--- src/rtl/key_debounce_repeat.sv ---
// key_debounce_repeat
// Debounces a vector of raw key levels (TM1638 board scan, 1 = pressed) and
// derives per-key press/release pulses plus a typematic auto-repeat pulse.
//
// Ports:
//   clock       - single clock, all state updates on its rising edge
//   reset       - synchronous, active-high reset
//   key_raw     - raw, asynchronous, bouncy key levels (w_key bits)
//   repeat_en   - global auto-repeat enable
//   key_level   - debounced key levels
//   key_press   - one-cycle pulse on each debounced 0->1 transition
//   key_release - one-cycle pulse on each debounced 1->0 transition
//   key_repeat  - one-cycle auto-repeat pulse while a key is held
//   any_key     - OR of all debounced key levels (registered)
module key_debounce_repeat #(
    parameter int w_key                = 8,
    parameter int debounce_cycles      = 250000,
    parameter int repeat_delay_cycles  = 12500000,
    parameter int repeat_period_cycles = 2500000
) (
    input  logic             clock,
    input  logic             reset,
    input  logic [w_key-1:0] key_raw,
    input  logic             repeat_en,
    output logic [w_key-1:0] key_level,
    output logic [w_key-1:0] key_press,
    output logic [w_key-1:0] key_release,
    output logic [w_key-1:0] key_repeat,
    output logic             any_key
);

    // The debounce counter only ever holds 0 .. debounce_cycles-1.
    localparam int db_width = (debounce_cycles > 1) ? $clog2(debounce_cycles) : 1;
    localparam logic [db_width-1:0] db_last = db_width'(debounce_cycles - 1);

    // The hold counter must be able to represent the larger repeat interval.
    localparam int hold_max   = (repeat_delay_cycles > repeat_period_cycles) ?
                                repeat_delay_cycles : repeat_period_cycles;
    localparam int hold_width = $clog2(hold_max + 1);
    localparam logic [hold_width-1:0] delay_target  = hold_width'(repeat_delay_cycles);
    localparam logic [hold_width-1:0] period_target = hold_width'(repeat_period_cycles);

    typedef enum logic {
        DELAY  = 1'b0,
        PERIOD = 1'b1
    } rep_state_t;

    logic [w_key-1:0]      sync_meta;
    logic [w_key-1:0]      sync;
    logic [w_key-1:0]      flip;
    logic [w_key-1:0]      level_next;
    logic [w_key-1:0]      hold_hit;
    logic [db_width-1:0]   db_count   [w_key];
    logic [hold_width-1:0] hold_count [w_key];
    logic [hold_width-1:0] hold_next  [w_key];
    rep_state_t            rep_state  [w_key];

    // Per-key decode: a key flips its debounced level when the synchronized
    // value has disagreed for debounce_cycles consecutive cycles. hold_hit
    // marks the cycle in which the hold count reaches the interval that
    // belongs to the current repeat state.
    always_comb begin
        flip     = '0;
        hold_hit = '0;
        for (int i = 0; i < w_key; i++) begin
            flip[i]      = (sync[i] != key_level[i]) && (db_count[i] == db_last);
            hold_next[i] = hold_count[i] + hold_width'(1);
            if (rep_state[i] == DELAY) begin
                hold_hit[i] = (hold_next[i] == delay_target);
            end else begin
                hold_hit[i] = (hold_next[i] == period_target);
            end
        end
        level_next = key_level ^ flip;
    end

    // Two-flop synchronizer: key_raw is asynchronous to clock.
    always_ff @(posedge clock) begin
        if (reset) begin
            sync_meta <= '0;
            sync      <= '0;
        end else begin
            sync_meta <= key_raw;
            sync      <= sync_meta;
        end
    end

    // Debounce: any cycle where sync agrees with the accepted level restarts
    // the count, so a bounce must settle for the full window before it is
    // accepted. The edge pulses and any_key are registered alongside the
    // level so all of them change in the same cycle.
    always_ff @(posedge clock) begin
        if (reset) begin
            key_level   <= '0;
            key_press   <= '0;
            key_release <= '0;
            any_key     <= 1'b0;
            for (int i = 0; i < w_key; i++) begin
                db_count[i] <= '0;
            end
        end else begin
            key_level   <= level_next;
            key_press   <= flip & ~key_level;
            key_release <= flip & key_level;
            any_key     <= |level_next;
            for (int i = 0; i < w_key; i++) begin
                if ((sync[i] == key_level[i]) || flip[i]) begin
                    db_count[i] <= '0;
                end else begin
                    db_count[i] <= db_count[i] + db_width'(1);
                end
            end
        end
    end

    // Auto-repeat FSM per key. A debounced edge in either direction restarts
    // the full delay. While the key is up or repeat is disabled, the FSM is
    // parked in DELAY with a cleared count, so a repeat pulse can never
    // coincide with a release or an idle key.
    always_ff @(posedge clock) begin
        if (reset) begin
            key_repeat <= '0;
            for (int i = 0; i < w_key; i++) begin
                hold_count[i] <= '0;
                rep_state[i]  <= DELAY;
            end
        end else begin
            for (int i = 0; i < w_key; i++) begin
                key_repeat[i] <= 1'b0;
                if (flip[i] || !key_level[i] || !repeat_en) begin
                    hold_count[i] <= '0;
                    rep_state[i]  <= DELAY;
                end else if (hold_hit[i]) begin
                    key_repeat[i] <= 1'b1;
                    hold_count[i] <= '0;
                    rep_state[i]  <= PERIOD;
                end else begin
                    hold_count[i] <= hold_next[i];
                end
            end
        end
    end

endmodule
--- config.mk ---
export PLATFORM = sky130hd
export DESIGN_NAME = key_debounce_repeat
export DESIGN_NICKNAME = d
export VERILOG_FILES = /design/src/rtl/key_debounce_repeat.sv
export SDC_FILE = /design/constraint.sdc
export NUM_CORES = 1
export LEC_CHECK = 0
export BUFFER_PORTS_ARGS = -buffer_cell sky130_fd_sc_hd__buf_2
export CAP_MARGIN = 20
export CORE_ASPECT_RATIO = 1.1
export CORE_UTILIZATION = 50
export DETAILED_ROUTE_END_ITERATION = 12
export PLACE_DENSITY = 0.66
export REMOVE_ABC_BUFFERS = 1
export SLEW_MARGIN = 5
export SYNTH_ARGS = -nofsm -noshare
export SYNTH_HDL_FRONTEND = slang
export SYNTH_SLANG_ARGS = --single-unit
--- constraint.sdc ---
create_clock -name clock -period 4.1 [get_ports clock]
set_input_delay 0.41 -clock clock [delete_from_list [all_inputs] [get_ports clock]]
set_output_delay 0.41 -clock clock [all_outputs]
set_load 0.02 [all_outputs]
==> flow_summary_export.csv <==
group,metric,value,unit
global_route,grt_antenna_before_repair,0,
synthesis,synth.largest_area_cell,"sky130_fd_sc_hd__edfxtp_1",
floorplan,cell_rows,81,
power_and_ir_drop,pwr-share-comb,0.035,
outcome,run_status,"completed",
detailed_routing,dr.pass1.iters,5,
power_and_ir_drop,p_clk_frac,0.456,
clock_network,clk_pin_slew,60,ps
synthesis,ys_top_cells_by_area,"sky130_fd_sc_hd__edfxtp_1 46%, sky130_fd_sc_hd__xnor2_1 6.3%, sky130_fd_sc_hd__nor2_1 5.1%",
clock_network,clk_root_buffer_cell,"sky130_fd_sc_hd__clkbuf_16",
timing,period_minus_slack,3530,ps
global_route,via_count_of_the_first_global_routing_pass,16600,
detailed_routing,post_drt_via_cell_ratio,5.27,
power_and_ir_drop,totalPowerFinal,9.13,mW
worst_setup_path,cp.buffers_inverters,1,
worst_setup_path,critical_path.max_fanout,13,
timing,slew_headroom,0.270,
synthesis,async_flop_share,0,
timing,setup_viol,0,
worst_setup_path,regToRegStartpoint,"hold_count[1][72]$_SDFFCE_PP0P_",
floorplan,io_pins,44,
clock_network,cts.sink_count,393,
timing,tightest_slew,1090,ps
power_and_ir_drop,netSwitchingFraction,0.220,
worst_setup_path,critical_path.cell_chain,"ha_1, and4_1, nand4_1, a311oi_1, o2111ai_1, or4_1, a2111oi_4, buf_4, nor3b_1",
detailed_routing,avgRoutedWirePerCell,13.6,um
floorplan,die_h,224,um
clock_network,tritoncts,"built",
power_and_ir_drop,power_density,351,mW/mm2
timing,rsz_0062_raised_after_global_routing,"no",
placement,hpwl,31100,um
floorplan,fp.dieW,204,um
synthesis,avgSynthCellArea,10.2,um2
final_layout,n_fill_cell,3893,
worst_setup_path,startpoint_type,"flop",
power_and_ir_drop,vdd.ir_drop.worst,331,uV
synthesis,yosys_register_bits,393,
synthesis,synth_most_common_cell,"sky130_fd_sc_hd__edfxtp_1",
min_path,hp-start,"key_raw[3]",
final_layout,final_core_utilization,0.587,
clock_network,holdBufCountCts,5,
power_and_ir_drop,net-switching-power,2.01,mW
floorplan,initial_cell_density_of_the_core,0.507,
floorplan,dieArea,0.0458,mm2
synthesis,ys_seq_area_frac,0.503,
placement,finalWeightedCongestion,0.910,
worst_setup_path,critical-path-top-delay-family,"simple AND/OR/NAND/NOR gates",
detailed_routing,dr_total_vias,16800,
final_layout,area_delta_synth_final,15.8,%
placement,pre_cts_slack,572,ps
detailed_routing,drc_errors,0,
flow_run,drv_cap,0,
synthesis,yosysWarningCount,0,
global_route,grt_util_all_layers,0.196,
clock_network,ctsLongestPathBuffers,3,
global_route,grt_overflow,0,
synthesis,netlist_area,0.0225,mm2
clock_network,cts.htree.levels,2,
worst_setup_path,required,4420,ps
clock_network,cts_buffers,44,
clock_network,cts_post_setup_buffers_inserted,0,
worst_setup_path,maximum_single_stage_delay_on_the_critical_path,680,ps
worst_setup_path,regToRegEndpoint,"hold_count[1][73]$_SDFFCE_PP0P_",
synthesis,synth_largest_type_area_fraction,0.459,
floorplan,placeableCoreArea,0.0444,mm2
min_path,min_path_type,"in -> reg",
final_layout,drive_gt1_frac,0.0739,
clock_network,clock_latency,590,ps
detailed_routing,initialDrtViolationCount,941,
global_route,global_route_wire_length_before_repair,75400,um
timing,layout_setup_ws,567,ps
min_path,worst_hold_path_cells,2,
worst_setup_path,rrSetupSlack,570,ps
final_layout,num-nets-final,2610,
synthesis,synth-main-ff-cell,"sky130_fd_sc_hd__edfxtp_1",
synthesis,syn-instance-count,2208,
clock_network,cts.repair.resized,0,
synthesis,ys_types,83,
global_route,pin_count_of_the_biggest_net_entering_global_routing,50,
min_path,hold_path_end,"sync_meta[3]$_SDFF_PP0_",
timing,slew_viol_final,0,
worst_setup_path,worst-setup-path-type,"reg -> reg",
final_layout,antennaDiodeCount,0,
detailed_routing,routed_wirelength,43600,um
timing,fmaxAchievable,283,MHz
placement,buffer_ports.inserted,43,
power_and_ir_drop,power_report.internal_total,7.12,mW
synthesis,synth.top_cells.by_count,"344 x sky130_fd_sc_hd__edfxtp_1, 308 x sky130_fd_sc_hd__nor2_1, 162 x sky130_fd_sc_hd__xnor2_1",
worst_setup_path,reg2reg_depth,9,
worst_setup_path,worstPathArrival,3850,ps
power_and_ir_drop,sequentialPowerShare,0.509,
detailed_routing,postRouteAntennaNets,0,
power_and_ir_drop,p_leak,9.06,nW
worst_setup_path,critical-path-slowest-cell,"sky130_fd_sc_hd__a2111oi_4",
synthesis,synth-edff-count,344,
timing,fin_worst_skew,22.6,ps
worst_setup_path,worst_setup_path_end_kind,"flop",
timing,fin_setup_tns,0,ps
timing,timing_hold_violations_final,0,
timing,period_share,0.862,
worst_setup_path,crit_start,"hold_count[1][72]$_SDFFCE_PP0P_",
## placed cells by master, fill, tap and decap left out, types with 49 or more instances in the layout
| master | netlist | final |
|---|---|---|
| sky130_fd_sc_hd__edfxtp_1 | 344 | 344 |
| sky130_fd_sc_hd__conb_1 | 1 | 336 |
| sky130_fd_sc_hd__nor2_1 | 308 | 308 |
| sky130_fd_sc_hd__xnor2_1 | 162 | 162 |
| sky130_fd_sc_hd__nand2_1 | 157 | 157 |
| sky130_fd_sc_hd__nor3_1 | 147 | 147 |
| sky130_fd_sc_hd__xor2_1 | 132 | 132 |
| sky130_fd_sc_hd__nand3_1 | 124 | 124 |
| sky130_fd_sc_hd__nand4_1 | 92 | 92 |
| sky130_fd_sc_hd__and3_1 | 60 | 60 |
| sky130_fd_sc_hd__nor4_1 | 49 | 49 |
| sky130_fd_sc_hd__dfxtp_1 | 49 | 49 |
## stage by stage
stage	area (um2)	hold WS, ps	cells
floorplan	23400	414	2462
global placement	24500	416	3107
detailed placement	24500	424	3107
CTS	26000	12.4	3193
global route	26000	53.3	3193
finish	26000	48.5	3193
## layout make-up
class                           instances  area [um2]  share of cell area
Tap cell                              581         727              0.0279
Clock inverter                         27         342              0.0131
Multi-Input combinational cell       2034       11900               0.458
Clock buffer                           54        1180              0.0453
Timing Repair Buffer                   69         423              0.0162
Inverter                               35         131             0.00505
Sequential cell                       393       11300               0.434
## how the worst max path moves through the flow
stage / endpoint / cells after the start
after floorplan: rep_state[1][3]$_SDFFCE_PP0P_ / 7
after global placement: hold_count[1][77]$_SDFFCE_PP0P_ / 8
after detailed placement: hold_count[0][67]$_SDFFCE_PN0P_ / 8
after CTS: hold_count[1][73]$_SDFFCE_PP0P_ / 8
after global routing: hold_count[0][66]$_SDFFCE_PN0P_ / 8
final: hold_count[1][73]$_SDFFCE_PP0P_ / 9
## cells by family after synthesis
family,after synthesis,synth area share
simple gates,1193,0.283
flops,393,0.503
xor+xnor,294,0.114
compound gates,168,0.0551
buf+inv,116,0.0229
fa+ha+maj,22,0.0122
mux,21,0.00946
other cells,1,0.000167
## state kept, by name, indices dropped and copies added (netlist names)
register	flops
any_key	1
sync_meta	8
key_press	8
hold_count	192
key_repeat	8
key_level	8
db_count	144
sync	8
rep_state	8
key_release	8
## routing by layer
layer | up-vias | global-route usage | routed length [um]
li1 | 8531 | - | -
met1 | 7923 | 0.249 | 19600
met2 | 311 | 0.336 | 21200
met3 | 71 | 0.0283 | 1760
met4 | 0 | 0.0720 | 1070
met5 | - | 0 | 0
## power groups by stage
stage	logic (mW)	registers [mW]	clock network, mW
final	0.321	4.65	4.16
after global routing	0.371	4.67	4.42
after CTS	0.312	4.64	4.30
after detailed placement	0.305	4.73	0
after global placement	0.302	4.72	0
after floorplan	0.256	4.68	0
No activity file was read; power rests on OpenSTA's default activity.
